File: src/rtl/ipsxe_floating_point_fma_arbiter_v1_0_pkg.sv
// ----------------------------------------------------------------------------
// ipsxe_floating_point_fma_arbiter_v1_0_pkg
// Shared sizing helpers for the FMA arbiter slice: a clog2 function, the
// requester ID width and the width of one packed result-FIFO entry.
// A FIFO entry is packed {result, invalid_op, id} with id in the LSBs.
// No ports (package).
// ----------------------------------------------------------------------------
package ipsxe_floating_point_fma_arbiter_v1_0_pkg;

    // Ceiling log2; clog2(1) = 0.
    function automatic int clog2(input int value);
        int result;
        result = 0;
        for (int i = 0; i < 31; i++) begin
            if ((1 << i) < value) begin
                result = i + 1;
            end
        end
        return result;
    endfunction

    // Requester index width, never narrower than one bit.
    function automatic int id_width(input int num_req);
        return (clog2(num_req) < 1) ? 1 : clog2(num_req);
    endfunction

    function automatic int fma_word_width(input int exp_w, input int man_w);
        return 1 + exp_w + man_w;
    endfunction

    // {result, invalid_op, id}
    function automatic int fifo_entry_width(input int word_w, input int id_w);
        return word_w + 1 + id_w;
    endfunction

endpackage

File: src/rtl/ipsxe_floating_point_register_v1_0.sv
// ----------------------------------------------------------------------------
// ipsxe_floating_point_register_v1_0
// Enabled pipeline register with asynchronous active-low reset to zero.
// Ports: clk_i, rst_n_i, en_i (load enable), d_i / q_o (DATA_WIDTH data).
// ----------------------------------------------------------------------------
module ipsxe_floating_point_register_v1_0 #(
    parameter int DATA_WIDTH = 8
) (
    input  logic                  clk_i,
    input  logic                  rst_n_i,
    input  logic                  en_i,
    input  logic [DATA_WIDTH-1:0] d_i,
    output logic [DATA_WIDTH-1:0] q_o
);

    logic [DATA_WIDTH-1:0] data_q;

    always_ff @(posedge clk_i or negedge rst_n_i) begin
        if (!rst_n_i) begin
            data_q <= '0;
        end else if (en_i) begin
            data_q <= d_i;
        end
    end

    assign q_o = data_q;

endmodule

File: src/rtl/ipsxe_floating_point_sync_fifo_v1_0.sv
// ----------------------------------------------------------------------------
// ipsxe_floating_point_sync_fifo_v1_0
// First-word-fall-through synchronous FIFO, asynchronous active-low reset.
// Ports: clk_i, rst_n_i, wr_en_i/wr_data_i (push), rd_en_i (pop, must only be
// asserted while not empty), rd_data_o (head entry, zero when empty),
// not_empty_o. Enables arrive already qualified by the caller's clock enable.
// ----------------------------------------------------------------------------
module ipsxe_floating_point_sync_fifo_v1_0
    import ipsxe_floating_point_fma_arbiter_v1_0_pkg::*;
#(
    parameter int DATA_WIDTH = 8,
    parameter int DEPTH      = 16
) (
    input  logic                  clk_i,
    input  logic                  rst_n_i,
    input  logic                  wr_en_i,
    input  logic [DATA_WIDTH-1:0] wr_data_i,
    input  logic                  rd_en_i,
    output logic [DATA_WIDTH-1:0] rd_data_o,
    output logic                  not_empty_o
);

    localparam int AW = clog2(DEPTH);

    logic [DATA_WIDTH-1:0] mem_q [DEPTH];
    logic [AW:0]           wrPtr_q;
    logic [AW:0]           rdPtr_q;
    logic                  empty;

    // Pointers carry one extra wrap bit so full and empty are distinguishable.
    assign empty = (wrPtr_q == rdPtr_q);

    always_ff @(posedge clk_i or negedge rst_n_i) begin
        if (!rst_n_i) begin
            wrPtr_q <= '0;
            rdPtr_q <= '0;
        end else begin
            if (wr_en_i) begin
                wrPtr_q <= wrPtr_q + 1'b1;
            end
            if (rd_en_i) begin
                rdPtr_q <= rdPtr_q + 1'b1;
            end
        end
    end

    always_ff @(posedge clk_i) begin
        if (wr_en_i) begin
            mem_q[wrPtr_q[AW-1:0]] <= wr_data_i;
        end
    end

    // Storage is not reset, so the head is masked to zero while empty.
    assign rd_data_o   = empty ? '0 : mem_q[rdPtr_q[AW-1:0]];
    assign not_empty_o = ~empty;

endmodule

File: src/rtl/ipsxe_floating_point_fma_arbiter_v1_0.sv
// ----------------------------------------------------------------------------
// ipsxe_floating_point_fma_arbiter_v1_0
// Round-robin scheduler sharing one pipelined FMA among NUM_REQ requesters.
// Ports:
//   i_clk, i_rst_n (async active-low), i_aclken (freezes all state when low)
//   i_req_valid/o_req_ready, i_req_a/b/c : per-requester operand handshakes
//   o_fma_a/b/c, o_fma_valid             : operands and issue strobe to FMA
//   i_fma_result, i_fma_invalid_op       : FMA outputs, FMA_LATENCY later
//   o_rsp_valid/i_rsp_ready, o_rsp_result, o_rsp_invalid_op, o_rsp_id
//   o_busy                               : work in flight or queued
// ----------------------------------------------------------------------------
module ipsxe_floating_point_fma_arbiter_v1_0
    import ipsxe_floating_point_fma_arbiter_v1_0_pkg::*;
#(
    parameter int  EXP_WIDTH   = 8,
    parameter int  MAN_WIDTH   = 23,
    parameter int  NUM_REQ     = 4,
    parameter int  FMA_LATENCY = 8,
    parameter int  FIFO_DEPTH  = 16,
    localparam int WIDTH       = fma_word_width(EXP_WIDTH, MAN_WIDTH),
    localparam int ID_WIDTH    = id_width(NUM_REQ)
) (
    input  logic                     i_clk,
    input  logic                     i_rst_n,
    input  logic                     i_aclken,
    input  logic [NUM_REQ-1:0]       i_req_valid,
    output logic [NUM_REQ-1:0]       o_req_ready,
    input  logic [NUM_REQ*WIDTH-1:0] i_req_a,
    input  logic [NUM_REQ*WIDTH-1:0] i_req_b,
    input  logic [NUM_REQ*WIDTH-1:0] i_req_c,
    output logic [WIDTH-1:0]         o_fma_a,
    output logic [WIDTH-1:0]         o_fma_b,
    output logic [WIDTH-1:0]         o_fma_c,
    output logic                     o_fma_valid,
    input  logic [WIDTH-1:0]         i_fma_result,
    input  logic                     i_fma_invalid_op,
    output logic                     o_rsp_valid,
    input  logic                     i_rsp_ready,
    output logic [WIDTH-1:0]         o_rsp_result,
    output logic                     o_rsp_invalid_op,
    output logic [ID_WIDTH-1:0]      o_rsp_id,
    output logic                     o_busy
);

    localparam int CREDIT_WIDTH = clog2(FIFO_DEPTH + 1);
    localparam int TAG_WIDTH    = 1 + ID_WIDTH;
    localparam int ENTRY_WIDTH  = fifo_entry_width(WIDTH, ID_WIDTH);

    logic [NUM_REQ-1:0]                    grant;
    logic [ID_WIDTH-1:0]                   grantIdx;
    logic [ID_WIDTH-1:0]                   candIdx;
    logic                                  found;
    int                                    candSum;
    logic                                  canIssue;
    logic                                  issue;
    logic                                  pop;
    logic                                  inFlight;
    logic                                  fifoNotEmpty;
    logic                                  fifoWrEn;
    logic [ENTRY_WIDTH-1:0]                fifoWrData;
    logic [ENTRY_WIDTH-1:0]                fifoRdData;
    logic [ID_WIDTH-1:0]                   lastPtr_q, lastPtr_d;
    logic [CREDIT_WIDTH-1:0]               credits_q, credits_d;
    logic [WIDTH-1:0]                      fmaA_q, fmaA_d;
    logic [WIDTH-1:0]                      fmaB_q, fmaB_d;
    logic [WIDTH-1:0]                      fmaC_q, fmaC_d;
    logic [FMA_LATENCY:0][TAG_WIDTH-1:0]   tag;

    // Scan requesters starting just after the last winner, wrapping around.
    always_comb begin
        grant    = '0;
        grantIdx = '0;
        found    = 1'b0;
        candSum  = 0;
        candIdx  = '0;
        for (int k = 1; k <= NUM_REQ; k++) begin
            candSum = int'(lastPtr_q) + k;
            if (candSum >= NUM_REQ) begin
                candSum = candSum - NUM_REQ;
            end
            candIdx = ID_WIDTH'(candSum);
            if (!found && i_req_valid[candIdx]) begin
                found           = 1'b1;
                grant[candIdx]  = 1'b1;
                grantIdx        = candIdx;
            end
        end
    end

    assign pop = fifoNotEmpty & i_rsp_ready & i_aclken;

    // A pop in this cycle frees a credit that may be spent immediately.
    // Reset gates readiness so no handshake is seen while the block is held.
    assign canIssue    = i_rst_n & i_aclken & ((credits_q != '0) | pop);
    assign o_req_ready = canIssue ? grant : '0;
    assign issue       = |(i_req_valid & o_req_ready);

    always_comb begin
        lastPtr_d = lastPtr_q;
        fmaA_d    = fmaA_q;
        fmaB_d    = fmaB_q;
        fmaC_d    = fmaC_q;
        credits_d = credits_q;
        if (issue) begin
            lastPtr_d = grantIdx;
            fmaA_d    = i_req_a[int'(grantIdx)*WIDTH +: WIDTH];
            fmaB_d    = i_req_b[int'(grantIdx)*WIDTH +: WIDTH];
            fmaC_d    = i_req_c[int'(grantIdx)*WIDTH +: WIDTH];
        end
        case ({issue, pop})
            2'b10:   credits_d = credits_q - 1'b1;
            2'b01:   credits_d = credits_q + 1'b1;
            default: credits_d = credits_q;
        endcase
    end

    always_ff @(posedge i_clk or negedge i_rst_n) begin
        if (!i_rst_n) begin
            lastPtr_q <= ID_WIDTH'(NUM_REQ - 1);
            credits_q <= CREDIT_WIDTH'(FIFO_DEPTH);
            fmaA_q    <= '0;
            fmaB_q    <= '0;
            fmaC_q    <= '0;
        end else if (i_aclken) begin
            lastPtr_q <= lastPtr_d;
            credits_q <= credits_d;
            fmaA_q    <= fmaA_d;
            fmaB_q    <= fmaB_d;
            fmaC_q    <= fmaC_d;
        end
    end

    // The FMA samples operands in the issue cycle itself, so the granted
    // operands pass straight through and the hold registers cover idle cycles.
    assign o_fma_a     = fmaA_d;
    assign o_fma_b     = fmaB_d;
    assign o_fma_c     = fmaC_d;
    assign o_fma_valid = issue;

    // Tag delay line tracks which FMA output slots carry real work.
    assign tag[0] = {issue, grantIdx};

    for (genvar s = 0; s < FMA_LATENCY; s++) begin : g_delay
        ipsxe_floating_point_register_v1_0 #(
            .DATA_WIDTH (TAG_WIDTH)
        ) u_stage (
            .clk_i   (i_clk),
            .rst_n_i (i_rst_n),
            .en_i    (i_aclken),
            .d_i     (tag[s]),
            .q_o     (tag[s+1])
        );
    end

    always_comb begin
        inFlight = 1'b0;
        for (int s = 1; s <= FMA_LATENCY; s++) begin
            inFlight = inFlight | tag[s][TAG_WIDTH-1];
        end
    end

    // Credits guarantee room, so the tail write is never refused.
    assign fifoWrEn   = tag[FMA_LATENCY][TAG_WIDTH-1] & i_aclken;
    assign fifoWrData = {i_fma_result, i_fma_invalid_op, tag[FMA_LATENCY][ID_WIDTH-1:0]};

    ipsxe_floating_point_sync_fifo_v1_0 #(
        .DATA_WIDTH (ENTRY_WIDTH),
        .DEPTH      (FIFO_DEPTH)
    ) u_rsp_fifo (
        .clk_i       (i_clk),
        .rst_n_i     (i_rst_n),
        .wr_en_i     (fifoWrEn),
        .wr_data_i   (fifoWrData),
        .rd_en_i     (pop),
        .rd_data_o   (fifoRdData),
        .not_empty_o (fifoNotEmpty)
    );

    assign o_rsp_valid      = fifoNotEmpty;
    assign o_rsp_result     = fifoRdData[ENTRY_WIDTH-1 -: WIDTH];
    assign o_rsp_invalid_op = fifoRdData[ID_WIDTH];
    assign o_rsp_id         = fifoRdData[ID_WIDTH-1:0];
    assign o_busy           = inFlight | fifoNotEmpty;

endmodule

File: config.mk
export PLATFORM = sky130hd
export DESIGN_NAME = ipsxe_floating_point_fma_arbiter_v1_0
export DESIGN_NICKNAME = d
export VERILOG_FILES = /design/src/rtl/ipsxe_floating_point_fma_arbiter_v1_0_pkg.sv /design/src/rtl/ipsxe_floating_point_register_v1_0.sv /design/src/rtl/ipsxe_floating_point_sync_fifo_v1_0.sv /design/src/rtl/ipsxe_floating_point_fma_arbiter_v1_0.sv
export SDC_FILE = /design/constraint.sdc
export NUM_CORES = 1
export LEC_CHECK = 0
export CORE_MARGIN = 10
export CORE_UTILIZATION = 35
export CTS_CLUSTER_SIZE = 40
export DETAILED_ROUTE_END_ITERATION = 7
export GPL_TIMING_DRIVEN = 0
export PLACE_DENSITY = 0.64
export SETUP_SLACK_MARGIN = 0.2
export SLEW_MARGIN = 20
export SYNTH_ARGS = -nofsm -noshare
export SYNTH_HDL_FRONTEND = slang
export SYNTH_SLANG_ARGS = --single-unit
export TNS_END_PERCENT = 50
File: constraint.sdc
create_clock -name i_clk -period 4.7 [get_ports i_clk]
set_input_delay 0.94 -clock i_clk [delete_from_list [all_inputs] [get_ports i_clk]]
set_output_delay 0.94 -clock i_clk [all_outputs]
set_load 0.01 [all_outputs]
==> results.md <==
- Post-Synthesis Cells: around 1700
- Crit path capture type: output pin
- DIE AREA: 97400 sq um
- Avg Vias per Cell: ~5.5
- Final nets: 3019
- DRC errors left: 0
- CP startpoint kind: flip-flop
- Slew @ Worst Pin: 0.800 ns
- Worst Path Required: 3.76 ns
- Vias in the first global route: ~22000
- Part of the Yosys area used for sequential elements: a little under 70%
- CTS tree: done
- Clock Tree Root: clkbuf_16
- Num CTS Buffers: 74
- Period minus WS final: 4.99 ns
- VDD IR max: ~0.00043 V
- Initial antenna violation count: 31
- CP Data Arrival Time: ~4.1 ns
- Die span in y: ~310 um
- Global route overflow: 0
- Post-route antenna net violation count: 0
- Final setup vio count: 98
- Final Hold Vio Count: 0
- Synth async-reset ratio: around a fifth
- CTS sink cnt: 697
- Slowest library cell on the worst path: mux4_2
- WL final: 122000 um
- R2R Path Start: lastPtr_q[1]
- Mapped cell area: 29800 sq um
- Area delta synth->final: 46.0%
- Critical path startpoint: lastPtr_q[1]
- Detailed placement HPWL: 92100 um
- Fin Setup TNS: -17.06 ns
- Max-cap violation count: 0
- Most frequent CP cell: buf_6
- Final period util: 106%
- Initial DRC count: 2466
- Leak pwr: 15.2 nW
- EDFF count, synth: 560
- Final Power: about 0.033 W
- Max Freq: 200 MHz
- Worst-Skew Late Latency: 0.62 ns
- Critical-path cell list: buf_8 -> clkinvlp_4 -> ha_4 -> mux4_2 -> nor2b_4 -> a21oi_2 -> o221ai_1 -> nand4_1 -> buf_6 -> buf_12 -> buf_12 -> buf_6 -> nor2_1 -> a21oi_2 -> buf_6
- Clock tree buffer depth: 3
- Clk slew on worst S/H paths: 0.07 ns
- Flop and latch count out of synthesis: 697
- Crit path kind: flip-flop to output pin
- Largest delay contributor family on the critical path: buffers and inverters
- Via count: 21000
- Failing checks: negative setup slack
- Pwr Density: 757 nW/um^2
- Fill count: 7000
- I/O Buffers: ~560
- Syn_nets: ~2200
- H-tree depth reported by CTS: 3
- Gr usage total: 24.2%
- CP Buf/Inv Count: 7
- Mean Syn Cell Area: between 15 and 20 sq um
- Pre-CTS WS: -1.88 ns
- Non-Filler Instances: 3796
- Largest net degree at the start of global routing: 99
- Fin. max-slew vios: 0
- FP Rows: approximately 110
- Die span in x: 312 um
- I/O Pins: 563
- Clock skew: 0.0330 ns
- Placed insts: 3460
- Minimum hold slack: 0.201 ns
- Ys flop type: edfxtp_1
- Initial Util: 35.2%
- Post-route setup slack: -0.288 ns
- CP max FO: 10
- Final GP Congestion: between 1 and 1.5
- Slowest cell delay on critical path: 0.62 ns
- First-pass GRT wire length: about 170000 um
- WL/cell: ~32 um
- Max-slew headroom: 46.6%
- Unique masters post-synth: 47
- 1st-pass router iterations: 7
- Status: complete, but fails checks
- Warning count from the yosys run: 0
- RSZ-0062 raised after global routing: true
- Hold/Removal Path Class: input port to async pin
- Layout cells sized above 1: 39.5%
- Hold bufs inserted after CTS: 0
- Core ar.: 84900 sq um
layer usage:
metal	wire length, um	vias up	share of wire (%)	GRT usage, %
met5	76	-	0.063	0
met4	4730	12	3.9	10.1
met3	9390	203	7.7	6.01
met2	62500	1056	51	41.7
met1	44800	10900	37	28.5
li1	-	8762	-	-
state kept, by name, indices dropped and copies added (netlist names):
signal and count:
credits_q 5, lastPtr_q 2, fmaC_q 32, fmaB_q 32, u_rsp_fifo.rdPtr_q 5, fmaA_q 32, g_delay.u_stage.q_o 24, u_rsp_fifo.wrPtr_q 5
u_rsp_fifo.mem_q 560
cell type report:
cell class	count	area, sq um	share of cell area (%)
Antenna cell	19	47.5	0.109
Buffer	131	1210	2.77
Clock buffer	99	2000	4.58
Clock inverter	34	309	0.709
Inverter	9	42.5	0.0976
Multi-Input combinational cell	873	10300	23.6
Sequential cell	697	20200	46.5
Tap cell	1144	1430	3.28
Timing Repair Buffer	790	7990	18.3
worst reg2reg max path: cells and delay by family, from the launching register on:
kind	cells	cell delay (ns)
AND/OR/NAND/NOR	1	0.13
multiplexers	1	0.28
flip-flops	1	0.55
buffers and inverters	22	2.84
adder cells (fa/ha/maj)	1	0.30
AO/OA/AOI/OAI	3	0.56
what timing repair did:
item / in CTS / in global routing
setup endpoints to repair: 143 / 132
setup buffers: 162 / 11
gates cloned: 6 / 6
pin swaps: 123 / 37
resized for setup: 848 / 191
Yosys cell counts, types with 2 or more instances:
master	instances	share of area, %
nand4_1	4	0.084
buf_6	2	0.075
o221ai_1	5	0.15
o311a_1	2	0.067
nand2b_1	3	0.063
inv_1	7	0.088
buf_4	8	0.20
or3_1	2	0.042
nor2b_1	40	0.84
edfxtp_1	560	56
mux2i_1	3	0.10
xnor2_1	9	0.26
buf_2	41	0.69
ha_1	17	0.71
mux4_2	178	13
xor2_1	9	0.26
a21o_1	2	0.050
a21oi_1	206	3.5
nor2_1	123	1.5
buf_1	15	0.19
o21ai_0	6	0.10
nand3_1	3	0.050
mux2_2	121	4.6
nor4_1	2	0.042
inv_2	2	0.025
nand3b_1	5	0.13
a21boi_0	4	0.10
dfrtp_1	134	11
clkbuf_1	64	0.80
nor3_1	6	0.10
a222oi_1	96	3.2
and2_1	2	0.042
dfstp_2	3	0.26
nand2_1	13	0.16
clkbuf_4	2	0.050
cells in the final DEF, fill, tap and decap left out, types with 34 or more instances in the layout:
cell | Yosys | routed
clkbuf_1 | 64 | 42
a21oi_1 | 206 | 110
dfrtp_1 | 134 | 134
mux2_2 | 121 | 114
buf_4 | 8 | 182
nor2_4 | 0 | 73
nor2_1 | 123 | 36
mux4_2 | 178 | 178
a21oi_4 | 0 | 34
nor2b_1 | 40 | 35
edfxtp_1 | 560 | 560
buf_2 | 41 | 59
clkbuf_16 | 0 | 84
a21oi_2 | 0 | 62
a222oi_1 | 96 | 96
buf_6 | 2 | 72
clkdlybuf4s50_1 | 0 | 456
path summary, 6_finish.rpt:
kind / to / slack [ns] / depth (start not counted)
worst min register to register: u_rsp_fifo.wrPtr_q[4] / 0.49 / 1
worst min-delay path: fmaB_q[29] / 0.20 / 1
min in group i_clk: u_rsp_fifo.wrPtr_q[4] / 0.49 / 1
worst max-delay path: o_fma_b[20] / -0.29 / 15
worst max register to register: fmaC_q[25] / -0.02 / 28
max in group asynchronous: fmaC_q[28] / 3.64 / 2
report_power, final:
group	switching [W]	internal, W
clock network	0.00244	0.00313
logic	0.0102	0.00919
registers	0.000467	0.00758
total	0.0131	0.0199
cells by family after synthesis:
group | synth area share [%]
AND/OR/NAND/NOR | 3.22
AO/OA/AOI/OAI | 7.42
multiplexers | 18.1
flip-flops | 67.8
buffers and inverters | 2.12
adder cells (fa/ha/maj) | 0.780
XOR/XNOR | 0.528
per-stage QoR:
| stage | area [sq um] | utilization (%) |
|---|---|---|
| after CTS | 42700 | 50.3 |
| after global routing | 43600 | 51.3 |
| after global placement | 36900 | 43.5 |
| final | 43600 | 51.3 |
| after detailed placement | 37900 | 44.7 |
| after floorplan | 29900 | - |
No activity file was read; power rests on OpenSTA's default activity.
